### src/rtl/rr_arbiter.sv
// Round-robin grant logic for rr_muxn: a rotating-priority scan, the pointer register,
// and an optional lock that keeps one channel granted across a multi-beat transfer.
module rr_arbiter #(
  parameter int N    = 4,
  parameter int LOCK = 0,
  parameter int IDXW = $clog2(N)
) (
  input  logic            clk,
  input  logic            reset,
  input  logic [N-1:0]    req,
  input  logic [N-1:0]    last,
  input  logic            load,
  output logic [N-1:0]    grant,
  output logic [IDXW-1:0] grant_idx
);

  logic [IDXW-1:0] ptr_q, ptr_d;
  logic            locked_q, locked_d;
  logic [IDXW-1:0] lock_idx_q, lock_idx_d;
  logic            accept;
  logic            acc_last;

  // While locked only the owning channel may win, even if it is idle this cycle.
  always_comb begin
    int idx;
    logic found;
    grant     = '0;
    grant_idx = '0;
    found     = 1'b0;
    idx       = 0;
    if (LOCK != 0 && locked_q) begin
      if (req[lock_idx_q]) begin
        grant[lock_idx_q] = 1'b1;
        grant_idx         = lock_idx_q;
      end
    end else begin
      for (int k = 0; k < N; k++) begin
        idx = int'(ptr_q) + k;
        if (idx >= N) idx = idx - N;
        if (!found && req[idx]) begin
          found      = 1'b1;
          grant[idx] = 1'b1;
          grant_idx  = IDXW'(idx);
        end
      end
    end
  end

  assign accept   = load && (|grant);
  assign acc_last = last[grant_idx];

  always_comb begin
    ptr_d      = ptr_q;
    locked_d   = locked_q;
    lock_idx_d = lock_idx_q;
    if (accept && (LOCK == 0 || acc_last)) begin
      ptr_d = (int'(grant_idx) == N - 1) ? '0 : IDXW'(grant_idx + 1'b1);
    end
    if (LOCK != 0 && accept) begin
      locked_d = !acc_last;
      if (!acc_last) lock_idx_d = grant_idx;
    end
  end

  always_ff @(posedge clk or negedge reset) begin
    if (!reset) begin
      ptr_q      <= '0;
      locked_q   <= 1'b0;
      lock_idx_q <= '0;
    end else begin
      ptr_q      <= ptr_d;
      locked_q   <= locked_d;
      lock_idx_q <= lock_idx_d;
    end
  end

endmodule

### src/rtl/rr_muxn.sv
// N-input registered multiplexer with valid/ready on every port; the source channel is
// picked by rr_arbiter. in_ready depends combinationally on out_ready.
module rr_muxn #(
  parameter int WIDTH = 32,
  parameter int N     = 4,
  parameter int LOCK  = 0,
  parameter int IDXW  = $clog2(N)
) (
  input  logic               clk,
  input  logic               reset,
  input  logic [N-1:0]       in_valid,
  input  logic [N*WIDTH-1:0] in_data,
  input  logic [N-1:0]       in_last,
  output logic [N-1:0]       in_ready,
  output logic               out_valid,
  output logic [WIDTH-1:0]   out_data,
  output logic [IDXW-1:0]    out_sel,
  output logic               out_last,
  input  logic               out_ready
);

  logic [N-1:0]     grant;
  logic [IDXW-1:0]  grant_idx;
  logic             load;
  logic             accept;
  logic             out_valid_q, out_valid_d;
  logic [WIDTH-1:0] out_data_q, out_data_d;
  logic [IDXW-1:0]  out_sel_q, out_sel_d;
  logic             out_last_q, out_last_d;

  rr_arbiter #(
    .N    (N),
    .LOCK (LOCK),
    .IDXW (IDXW)
  ) u_arb (
    .clk       (clk),
    .reset     (reset),
    .req       (in_valid),
    .last      (in_last),
    .load      (load),
    .grant     (grant),
    .grant_idx (grant_idx)
  );

  assign load     = !out_valid_q || out_ready;
  assign in_ready = load ? grant : '0;
  assign accept   = load && (|grant);

  // Without lock every beat is a complete transfer, so out_last is tied high.
  always_comb begin
    out_valid_d = out_valid_q;
    out_data_d  = out_data_q;
    out_sel_d   = out_sel_q;
    out_last_d  = out_last_q;
    if (load) begin
      out_valid_d = accept;
      if (accept) begin
        out_data_d = in_data[int'(grant_idx)*WIDTH +: WIDTH];
        out_sel_d  = grant_idx;
        out_last_d = (LOCK != 0) ? in_last[grant_idx] : 1'b1;
      end
    end
  end

  always_ff @(posedge clk or negedge reset) begin
    if (!reset) begin
      out_valid_q <= 1'b0;
      out_data_q  <= '0;
      out_sel_q   <= '0;
      out_last_q  <= 1'b0;
    end else begin
      out_valid_q <= out_valid_d;
      out_data_q  <= out_data_d;
      out_sel_q   <= out_sel_d;
      out_last_q  <= out_last_d;
    end
  end

  assign out_valid = out_valid_q;
  assign out_data  = out_data_q;
  assign out_sel   = out_sel_q;
  assign out_last  = out_last_q;

endmodule

### config.mk
export PLATFORM = sky130hd
export DESIGN_NAME = rr_muxn
export DESIGN_NICKNAME = d
export VERILOG_FILES = /design/src/rtl/rr_arbiter.sv /design/src/rtl/rr_muxn.sv
export SDC_FILE = /design/constraint.sdc
export NUM_CORES = 1
export LEC_CHECK = 0
export CAP_MARGIN = 10
export CORE_AREA = 3 3 106 108
export CTS_CLUSTER_DIAMETER = 40
export DETAILED_ROUTE_END_ITERATION = 8
export DIE_AREA = 0 0 109 111
export PLACE_DENSITY = 0.93
export SYNTH_ARGS = -nofsm -noshare
export SYNTH_HDL_FRONTEND = slang
export SYNTH_SLANG_ARGS = --single-unit
### constraint.sdc
create_clock -name clk -period 9.4 [get_ports clk]
set_clock_uncertainty 0.1 [all_clocks]
set_input_delay 1.88 -clock clk [delete_from_list [all_inputs] [get_ports clk]]
set_output_delay 1.88 -clock clk [all_outputs]
set_load 0.01 [all_outputs]
==> metrics.txt <==
# TYPE chip_impl_metric gauge
chip_impl_info{name="run_status",value="finished clean"} 1
chip_impl_metric{name="drcViolationCount",unit=""} 0
chip_impl_metric{name="cts_post_setup_buffers_inserted",unit=""} 0
chip_impl_metric{name="buffer_ports.inserted",unit=""} 174
chip_impl_metric{name="dp.final_hpwl",unit="mm"} 11.6
chip_impl_metric{name="final_layout_size_suffix_gt1_frac",unit=""} 0.110
chip_impl_info{name="cts_tree",value="built"} 1
chip_impl_metric{name="setup_viol",unit=""} 0
chip_impl_metric{name="final_net_count",unit=""} 849
chip_impl_metric{name="hold_viol_final",unit=""} 0
chip_impl_metric{name="synthesized_flop_and_latch_total",unit=""} 38
chip_impl_metric{name="grt_pass1_wl",unit="mm"} 29.1
chip_impl_metric{name="fin_setup_tns",unit="ns"} 0
chip_impl_info{name="layout.cells.most_common_list",value="clkdlybuf4s50_1 (173), nand2_1 (73), o21ai_0 (67)"} 1
chip_impl_metric{name="dr.first_iter.drc_count",unit=""} 611
chip_impl_metric{name="syn-num-nets",unit=""} 722
chip_impl_info{name="rsz0062_at_grt",value="no"} 1
chip_impl_metric{name="synthAdderAreaFrac",unit=""} 0.0134
chip_impl_metric{name="synth-compound-area-share",unit=""} 0.327
chip_impl_metric{name="core_area",unit="um^2"} 10300
chip_impl_metric{name="insertion_delay",unit="ns"} 0.31
chip_impl_info{name="mostFrequentLayoutCell",value="clkdlybuf4s50_1"} 1
chip_impl_metric{name="die_area",unit="um^2"} 12100
chip_impl_info{name="main_combinational_cell_family_by_area_after_synthesis",value="compound AO/OA/AOI/OAI gates"} 1
chip_impl_metric{name="rrSetupSlack",unit="ns"} 4.71
chip_impl_metric{name="count_of_final_max_slew_check_failures",unit=""} 0
chip_impl_metric{name="gp_routability_congestion",unit=""} 0.907
chip_impl_metric{name="cellPowerDensity",unit="nW/um^2"} 399
chip_impl_info{name="min-delay-start",value="out_last"} 1
chip_impl_info{name="holdCritPathClass",value="reg2reg"} 1
chip_impl_metric{name="yosysSeqAreaShare",unit=""} 0.203
chip_impl_info{name="synthFlopType",value="dfrtp_1"} 1
chip_impl_metric{name="h-tree-depth",unit=""} 2
chip_impl_metric{name="synth_area",unit="um^2"} 4670
chip_impl_metric{name="finalNonFillerCells",unit=""} 842
chip_impl_metric{name="parity_gate_share_of_the_synthesized_area_counting_xor_and_xnor_cells",unit=""} 0
chip_impl_metric{name="cts_resized",unit=""} 0
chip_impl_metric{name="timing.hold.worst_path_depth",unit=""} 1
chip_impl_metric{name="post_synthesis_cells",unit=""} 578
chip_impl_metric{name="cts-hold-fix-buffers",unit=""} 0
chip_impl_metric{name="antenna-diode-count",unit=""} 0
chip_impl_metric{name="synth_simple_gate_area_frac",unit=""} 0.178
chip_impl_metric{name="ys_warn_count",unit=""} 0
chip_impl_metric{name="gr-usage-all-layers",unit=""} 0.295
chip_impl_metric{name="final_min_period_over_clock_period",unit=""} 0.744
chip_impl_metric{name="place_inst",unit=""} 833
chip_impl_info{name="end_kind",value="output pin"} 1
chip_impl_metric{name="detail_route.first_pass.iterations",unit=""} 5
chip_impl_metric{name="via_per_inst",unit=""} 6.76
chip_impl_metric{name="synth-async-reset-ratio",unit=""} 1.00
chip_impl_metric{name="antenna_found_initial",unit=""} 0
chip_impl_metric{name="reg2regPathDepth",unit=""} 10
chip_impl_metric{name="fp.dieH",unit="um"} 111
chip_impl_metric{name="floorplan.initialDensity",unit=""} 0.453
chip_impl_metric{name="grt_max_degree",unit=""} 71
chip_impl_info{name="hold_crit_endpoint",value="out_last"} 1
chip_impl_metric{name="die-width",unit="um"} 109
chip_impl_metric{name="tightestPinTransition",unit="ns"} 1.28
chip_impl_info{name="worst-setup-path-type",value="in2out"} 1
chip_impl_metric{name="synth_edf_count",unit=""} 0
chip_impl_metric{name="cts_buffer_depth",unit=""} 2
chip_impl_info{name="critical_path.reg2reg.startpoint",value="u_arb.ptr_q[0]"} 1
chip_impl_metric{name="cts_made_buffers",unit=""} 5
chip_impl_metric{name="max_cap_viol",unit=""} 0
chip_impl_metric{name="worstPathMaxFanout",unit=""} 34
chip_impl_metric{name="leakage",unit="nW"} 2.50
chip_impl_metric{name="gr-total-overflow",unit=""} 0
chip_impl_metric{name="grt_pass1_vias",unit=""} 5980
chip_impl_metric{name="yosys.cell_types.count",unit=""} 42
chip_impl_metric{name="required_time_at_the_endpoint_of_the_critical_path",unit="ns"} 7.42
chip_impl_info{name="r2r_end",value="out_data[9]"} 1
chip_impl_info{name="critPathLaunchType",value="input port"} 1
chip_impl_metric{name="synthesis.area_per_instance",unit="um^2"} 8.09
chip_impl_metric{name="clkTransAtPathRegs",unit="ns"} 0.09
chip_impl_metric{name="boundaryPins",unit=""} 179
chip_impl_metric{name="finalCriticalPeriod",unit="ns"} 6.99
chip_impl_metric{name="cp_data_arrival_time",unit="ns"} 5.01
chip_impl_info{name="cts_root_buffer",value="clkbuf_8"} 1
chip_impl_metric{name="syn_to_final_growth",unit="%"} 40.8
chip_impl_metric{name="clock_sinks",unit=""} 38
chip_impl_metric{name="wire_per_inst",unit="um"} 22.1
chip_impl_metric{name="muxShareOfSynthArea",unit=""} 0.216
chip_impl_metric{name="worst_vdd_drop",unit="mV"} 0.220
chip_impl_metric{name="vias",unit=""} 5690
chip_impl_metric{name="drt.antenna.violating_nets",unit=""} 0
chip_impl_metric{name="fmaxAchievable",unit="GHz"} 0.143
chip_impl_metric{name="routed_wl",unit="mm"} 18.7
chip_impl_metric{name="timing.max_slew.rel_slack",unit=""} 0.148
chip_impl_metric{name="core.rowCount",unit=""} 37
## Yosys cell counts (5+ instances only)
master	n	area share
ha_1	5	0.013
a21boi_0	33	0.053
clkbuf_1	52	0.042
nand3_1	33	0.035
o21ai_0	69	0.074
mux2i_1	36	0.077
nand2b_1	7	0.0094
nand2_1	73	0.059
mux2_2	9	0.022
a2bb2oi_1	33	0.062
mux2_4	28	0.090
nand4_1	32	0.043
a21oi_1	37	0.040
o32a_1	32	0.069
dfrtp_1	38	0.20
nor2_1	6	0.0048
buf_1	5	0.0040
## worst max-delay path by stage
| stage | to | start |
|---|---|---|
| floorplan | in_ready[3] | in_valid[0] |
| global placement | in_ready[3] | in_valid[1] |
| detailed placement | in_ready[3] | in_valid[1] |
| CTS | in_ready[3] | in_valid[1] |
| global route | in_ready[3] | in_valid[1] |
| finish | in_ready[3] | in_valid[1] |
## kinds of logic (layout without fill, tap and decap cells)
group / Yosys count / count (layout)
buffers and inverters: 67 / 195
flip-flops: 38 / 38
AND/OR/NAND/NOR: 169 / 169
AO/OA/AOI/OAI: 219 / 219
multiplexers: 80 / 80
adder cells (fa/ha/maj): 5 / 5
## worst max-delay path: stages
cell	delay, ns
clkdlybuf4s50_1	0.58
mux4_2	0.58
nand2b_2	0.65
nor3_2	0.49
nand2_1	0.10
a21oi_1	0.17
clkdlybuf4s50_1	0.56
## metal layers
metal / wire, um / global-route usage / vias to the layer above
li1: - / - / 2466
met1: 7100 / 0.358 / 2671
met2: 8830 / 0.475 / 472
met3: 2050 / 0.0612 / 81
met4: 673 / 0.173 / 0
met5: 0 / 0 / -
## area by class of cell
type                            instances  area (um^2)
Clock inverter                          2         60.1
Sequential cell                        38          952
Tap cell                              136          170
Multi-Input combinational cell        473         3480
Clock buffer                            6         82.6
Inverter                                2         7.51
Fill cell                             852         3740
Timing Repair Buffer                  185         1830
## stage by stage
| step | total power, mW | instance area, um^2 | hold WS, ns | util | setup slack (ns) |
|---|---|---|---|---|---|
| floorplan | 1.75 | 4670 | 0.404 | - | 3.98 |
| global placement | 2.28 | 6420 | 0.348 | 0.622 | 2.59 |
| detailed placement | 2.37 | 6420 | 0.351 | 0.622 | 2.48 |
| CTS | 2.56 | 6570 | 0.373 | 0.636 | 2.48 |
| global route | 2.77 | 6580 | 0.383 | 0.638 | 2.29 |
| finish | 2.62 | 6580 | 0.374 | 0.638 | 2.41 |
## registers in the layout, indices dropped and copies added, names as in the netlist
signal       cells
out_valid        1
out_sel          2
out_data        32
u_arb.ptr_q      2
out_last         1
## report_power, final
part | switching [mW] | internal [mW]
registers | 0.0638 | 0.254
clock network | 0.0724 | 0.113
logic | 1.15 | 0.966
total | 1.29 | 1.33
Note: power is estimated with default switching activity, not from simulation.
